File: src/rtl/vga_screen_scanner_if.sv
// vga_screen_scanner_if: screen-memory lookup and pixel-output bundle of the VGA tile scanner
interface vga_screen_scanner_if;
    logic [1:0]  characterCode;
    logic [10:0] screenAddr;
    logic [9:0]  bitmapAddr;
    logic        hsync;
    logic        vsync;
    logic        activevideo;
    logic        pixel_tick;
    modport master (
        input  characterCode,
        output screenAddr, bitmapAddr, hsync, vsync, activevideo, pixel_tick
    );
    modport slave (
        output characterCode,
        input  screenAddr, bitmapAddr, hsync, vsync, activevideo, pixel_tick
    );
endinterface

File: src/rtl/vga_screen_scanner.sv
// vga_screen_scanner: VGA timing, tile screen-address generation and a one-pixel bitmap-address stage
module vga_screen_scanner #(
    parameter int CLKDIV = 4,
    parameter int HPIX   = 640,
    parameter int HFP    = 16,
    parameter int HSW    = 96,
    parameter int HBP    = 48,
    parameter int VPIX   = 480,
    parameter int VFP    = 10,
    parameter int VSW    = 2,
    parameter int VBP    = 33,
    parameter int COLS   = 40
) (
    input logic                  clk,
    input logic                  reset,
    vga_screen_scanner_if.master bus
);
    localparam int HT = HPIX + HFP + HSW + HBP;
    localparam int VT = VPIX + VFP + VSW + VBP;
    logic [1:0]  div_q, div_d;
    logic [9:0]  x_q, x_d, y_q, y_d, bmp_q, bmp_d;
    logic        hs_q, hs_d, vs_q, vs_d, av_q, av_d;
    logic        tick, x_end, y_end, vis0, hs0, vs0;
    logic [10:0] row, col;
    always_comb begin
        tick  = div_q == 2'(CLKDIV - 1);
        x_end = x_q == 10'(HT - 1);
        y_end = y_q == 10'(VT - 1);
        div_d = tick ? 2'd0 : div_q + 2'd1;
        x_d   = !tick ? x_q : x_end ? 10'd0 : x_q + 10'd1;
        y_d   = !(tick && x_end) ? y_q : y_end ? 10'd0 : y_q + 10'd1;
        vis0  = (x_q < 10'(HPIX)) && (y_q < 10'(VPIX));
        hs0   = !(x_q >= 10'(HPIX + HFP) && x_q <= 10'(HPIX + HFP + HSW - 1));
        vs0   = !(y_q >= 10'(VPIX + VFP) && y_q <= 10'(VPIX + VFP + VSW - 1));
        row   = {5'd0, y_q[9:4]};
        col   = {5'd0, x_q[9:4]};
        bmp_d = tick ? {bus.characterCode, y_q[3:0], x_q[3:0]} : bmp_q;
        hs_d  = tick ? hs0 : hs_q;
        vs_d  = tick ? vs0 : vs_q;
        av_d  = tick ? vis0 : av_q;
    end
    always_ff @(posedge clk or posedge reset) begin
        if (reset) begin
            div_q <= 2'd0;
            x_q   <= 10'd0;
            y_q   <= 10'd0;
            bmp_q <= 10'd0;
            hs_q  <= 1'b1;
            vs_q  <= 1'b1;
            av_q  <= 1'b0;
        end else begin
            div_q <= div_d;
            x_q   <= x_d;
            y_q   <= y_d;
            bmp_q <= bmp_d;
            hs_q  <= hs_d;
            vs_q  <= vs_d;
            av_q  <= av_d;
        end
    end
    // blanking forces address 0 so the memory lookup stays in range
    assign bus.screenAddr  = vis0 ? 11'(row * COLS) + col : 11'd0;
    assign bus.bitmapAddr  = bmp_q;
    assign bus.hsync       = hs_q;
    assign bus.vsync       = vs_q;
    assign bus.activevideo = av_q;
    assign bus.pixel_tick  = tick;
endmodule

File: src/flat_wrapper.sv
// flat-port wrapper written by rule: the top's interface ports become plain ports
module vga_screen_scanner_flat 
#(
    parameter int CLKDIV = 4,
    parameter int HPIX   = 640,
    parameter int HFP    = 16,
    parameter int HSW    = 96,
    parameter int HBP    = 48,
    parameter int VPIX   = 480,
    parameter int VFP    = 10,
    parameter int VSW    = 2,
    parameter int VBP    = 33,
    parameter int COLS   = 40
)
  (clk, reset, bus_characterCode, bus_screenAddr, bus_bitmapAddr, bus_hsync, bus_vsync, bus_activevideo, bus_pixel_tick);
  vga_screen_scanner_if bus_i ();
  input logic clk;
  input logic reset;
  input wire logic [$bits(bus_i.characterCode)-1:0] bus_characterCode;
  output wire logic [$bits(bus_i.screenAddr)-1:0] bus_screenAddr;
  output wire logic [$bits(bus_i.bitmapAddr)-1:0] bus_bitmapAddr;
  output wire logic [$bits(bus_i.hsync)-1:0] bus_hsync;
  output wire logic [$bits(bus_i.vsync)-1:0] bus_vsync;
  output wire logic [$bits(bus_i.activevideo)-1:0] bus_activevideo;
  output wire logic [$bits(bus_i.pixel_tick)-1:0] bus_pixel_tick;
  assign bus_i.characterCode = bus_characterCode;
  assign bus_screenAddr = bus_i.screenAddr;
  assign bus_bitmapAddr = bus_i.bitmapAddr;
  assign bus_hsync = bus_i.hsync;
  assign bus_vsync = bus_i.vsync;
  assign bus_activevideo = bus_i.activevideo;
  assign bus_pixel_tick = bus_i.pixel_tick;
  vga_screen_scanner #(.CLKDIV(CLKDIV), .HPIX(HPIX), .HFP(HFP), .HSW(HSW), .HBP(HBP), .VPIX(VPIX), .VFP(VFP), .VSW(VSW), .VBP(VBP), .COLS(COLS)) u_core (.clk(clk), .reset(reset), .bus(bus_i));
endmodule
File: config.mk
export PLATFORM = sky130hd
export DESIGN_NAME = vga_screen_scanner_flat
export DESIGN_NICKNAME = d
export VERILOG_FILES = /design/src/rtl/vga_screen_scanner_if.sv /design/src/rtl/vga_screen_scanner.sv /design/src/flat_wrapper.sv
export SDC_FILE = /design/constraint.sdc
export NUM_CORES = 1
export LEC_CHECK = 0
export BUFFER_PORTS_ARGS = -buffer_cell sky130_fd_sc_hd__buf_4
export CAP_MARGIN = 40
export CELL_PAD_IN_SITES_DETAIL_PLACEMENT = 1
export CELL_PAD_IN_SITES_GLOBAL_PLACEMENT = 2
export CORE_ASPECT_RATIO = 0.5
export CORE_MARGIN = 5
export CORE_UTILIZATION = 25
export DETAILED_ROUTE_END_ITERATION = 7
export MAX_ROUTING_LAYER = met4
export PLACE_DENSITY_LB_ADDON = 0.1
export SYNTH_ARGS = -nofsm -noshare
export SYNTH_HDL_FRONTEND = slang
export SYNTH_SLANG_ARGS = --single-unit
export TNS_END_PERCENT = 50
File: constraint.sdc
create_clock -name clk -period 2.2 [get_ports clk]
set_input_delay 0.11 -clock clk [delete_from_list [all_inputs] [get_ports clk]]
set_output_delay 0.11 -clock clk [all_outputs]
set_load 0.005 [all_outputs]
==> results.json <==
{
  "place_area_um2": 2580,
  "grt_pass1_vias": 1762,
  "synthCells": 203,
  "crit_arrival_ps": 2470,
  "core-area_um2": 8090,
  "num_rows": 23,
  "yosys_warnings": 0,
  "min-delay-start": "bus_characterCode[0]",
  "die-area_um2": 10400,
  "ys.flop_type": "dfrtp_1",
  "crit_path_end_kind": "primary output",
  "drt-total-wl_um": 5200,
  "worstHoldPathCells": 2,
  "outcome": "finished, violations left",
  "synth_cell_types": 39,
  "synth_edf_count": 0,
  "seqCellArea_um2": 878,
  "grt_max_degree": 36,
  "max_cap_viol_count": 0,
  "setup_viol": 4,
  "fin_area_um2": 2860,
  "ir_drop_uv": 327,
  "powerDensity_nw_per_um2": 512,
  "syn_area_per_cell_um2": 10.3,
  "fp.dieH_um": 74.8,
  "ctsHtreeMaxLevel": 2,
  "grt.overflow.total": 0,
  "hold_path_class": "input port to register",
  "fillers": 927,
  "gp_congestion": 0.766,
  "met2_usage": 0.172,
  "fin_nets": 279,
  "worst_pin_slew_ps": 473,
  "synth_fp_nets": 226,
  "drc_errors": 0,
  "drt_iter0_markers": 33,
  "synth_area_um2": 2100,
  "synthArstFlopShare": 1.00,
  "port-buffer-count": 28,
  "numClockSinks": 35,
  "relSlewSlack": 0.685,
  "timing.fmax_mhz": 388,
  "die_w_um": 140,
  "final_common_cell": "buf_4",
  "path_clk_slew_ps": 60,
  "timing.rr.end": "u_core.y_q[5]",
  "grt_busiest_layer": "met2",
  "cts_buffer_depth": 2,
  "period_needed_ps": 2580,
  "ys_seq_area_frac": 0.419,
  "syn_to_final_growth_pct": 36.3,
  "crit_path_start_kind": "register",
  "hold_viol_final": 0,
  "clk_latency_ps": 280,
  "cts_inserted_buffers": 5,
  "dr_total_vias": 1631,
  "leakagePower_nw": 1.33,
  "criticalPathCategory": "register to primary output",
  "grt_pass1_wl_um": 8710,
  "timing.final.crit_share": 1.17,
  "maxSlewViolCount": 0,
  "viasPerCell": 4.43,
  "required_ps": 2090,
  "cp_max_fo": 2,
  "fin_util": 0.354,
  "ios": 29,
  "rsz0062_at_grt": "true",
  "min_to": "u_core.bus.bitmapAddr[8]",
  "worst_hold_slack_ps": 61.2,
  "synth_seq_cells": 35,
  "dp.cells": 358,
  "wire_per_inst_um": 14.1,
  "instances_no_fill": 368,
  "final_critical_path_setup_slack_ps": -380,
  "cts_tree": "built",
  "final_cell_mix": "buf_4 (48), dfrtp_1 (33), nor2_1 (22), inv_1 (15)",
  "reg2reg_from": "u_core.x_q[7]",
  "antenna_left": 0,
  "antenna_cells": 0,
  "drive_gt1_frac": 0.336,
  "root_buffer": "clkbuf_16",
  "initial_utilization": 0.259,
  "dpl.hpwl_um": 4050,
  "antenna_found_initial": 0,
  "met1_usage": 0.141,
  "r2r_setup_slack_ps": 220,
  "violations": "setup timing",
  "finClkSkew_ps": 4.98,
  "multi_input_area_um2": 1240,
  "track_usage": 0.109,
  "dr.pass1.iters": 4,
  "reg2reg_depth": 4,
  "use_met3": 0.0279
}
-- synth_stat cells, types with 2 or more instances --
| cell | n | share of area |
|---|---|---|
| o21ai_0 | 9 | 0.021 |
| nand2_1 | 7 | 0.013 |
| and2_1 | 5 | 0.015 |
| nor3_1 | 2 | 0.0048 |
| nand3_1 | 10 | 0.024 |
| dfstp_2 | 2 | 0.025 |
| nor4_1 | 3 | 0.0090 |
| a21oi_1 | 5 | 0.012 |
| nand2b_1 | 3 | 0.0090 |
| or3_1 | 2 | 0.0060 |
| and4_1 | 2 | 0.0084 |
| inv_1 | 16 | 0.029 |
| xnor2_1 | 14 | 0.058 |
| and3_1 | 4 | 0.012 |
| nor2_1 | 23 | 0.041 |
| ha_1 | 17 | 0.10 |
| fa_1 | 2 | 0.019 |
| xor2_1 | 4 | 0.017 |
| mux2_2 | 11 | 0.059 |
| mux2i_1 | 2 | 0.0095 |
| dfrtp_1 | 33 | 0.39 |
| nand4_1 | 7 | 0.021 |
| nor2b_1 | 2 | 0.0060 |
| buf_1 | 2 | 0.0036 |
| a21o_1 | 2 | 0.0072 |
-- state kept, by name (all words and copies together), names as in the netlist --
register and count:
u_core.bus.bitmapAddr 10, u_core.x_q 10, u_core.y_q 10, u_core.div_q 2, u_core.bus.activevideo 1, u_core.bus.hsync 1, u_core.bus.vsync 1
-- how the worst max path moves through the flow --
stage                   from  cells after the start                end
2_1_floorplan  u_core.y_q[5]                      8  bus_screenAddr[9]
3_3_place_gp   u_core.y_q[5]                      9  bus_screenAddr[9]
3_5_place_dp   u_core.y_q[5]                      9  bus_screenAddr[9]
4_1_cts        u_core.y_q[7]                      9  bus_screenAddr[9]
5_1_grt        u_core.y_q[5]                      9  bus_screenAddr[9]
6_report       u_core.y_q[5]                      9  bus_screenAddr[9]
-- timing repair --
action | in CTS | in global routing
setup endpoints to repair | 4 | 5
cloned | 0 | 0
endpoints found under the hold margin | 33 | 0
gates resized for setup | 9 | 7
pin swaps | 6 | 5
hold buffers | 1 | 0
setup buffers | 2 | 1
-- layer usage --
layer / part of all wire / vias to the layer above
met2: 0.45 / 21
met4: 0.0098 / 0
li1: - / 804
met1: 0.51 / 799
met5: 0 / -
met3: 0.032 / 7
-- metrics by stage --
stage          power, mW  setup TNS (ps)  setup slack [ps]
6_report            1.46           -1200              -380
5_1_grt             1.52           -1610              -479
4_1_cts             1.49           -1390              -465
3_5_place_dp       0.683            -247              -171
3_3_place_gp       0.682            -107             -65.2
2_1_floorplan      0.670               0              13.6
-- critical path, stage by stage, from the launching register on --
cell and delay, ps:
dfrtp_1 380, ha_1 300, ha_2 180, inv_2 50, fa_2 430, nand2b_4 170, a211oi_4 150, xnor3_1 240
and2_1 160, buf_4 130
-- final cells by class --
class,instances,area share
Multi-Input combinational cell,148,0.432
Sequential cell,35,0.307
Timing Repair Buffer,50,0.133
Tap cell,112,0.0490
Clock buffer,5,0.0438
Inverter,16,0.0210
Clock inverter,2,0.0131
-- cell families after synthesis --
group / synth area share
AOI/OAI and AO/OA: 0.0519
muxes: 0.0686
xor gates and xnor gates: 0.0859
adders and majority gates: 0.121
buffers and inverters: 0.0412
DFF: 0.419
and+or+nand+nor: 0.213
-- report_power, final --
part | leakage, nW | internal (mW) | switching (mW)
Sequential | 0.442 | 0.646 | 0.000855
Clock | 0.0759 | 0.527 | 0.265
Combinational | 0.807 | 0.00927 | 0.0153
(Power assumes the default switching activity.)
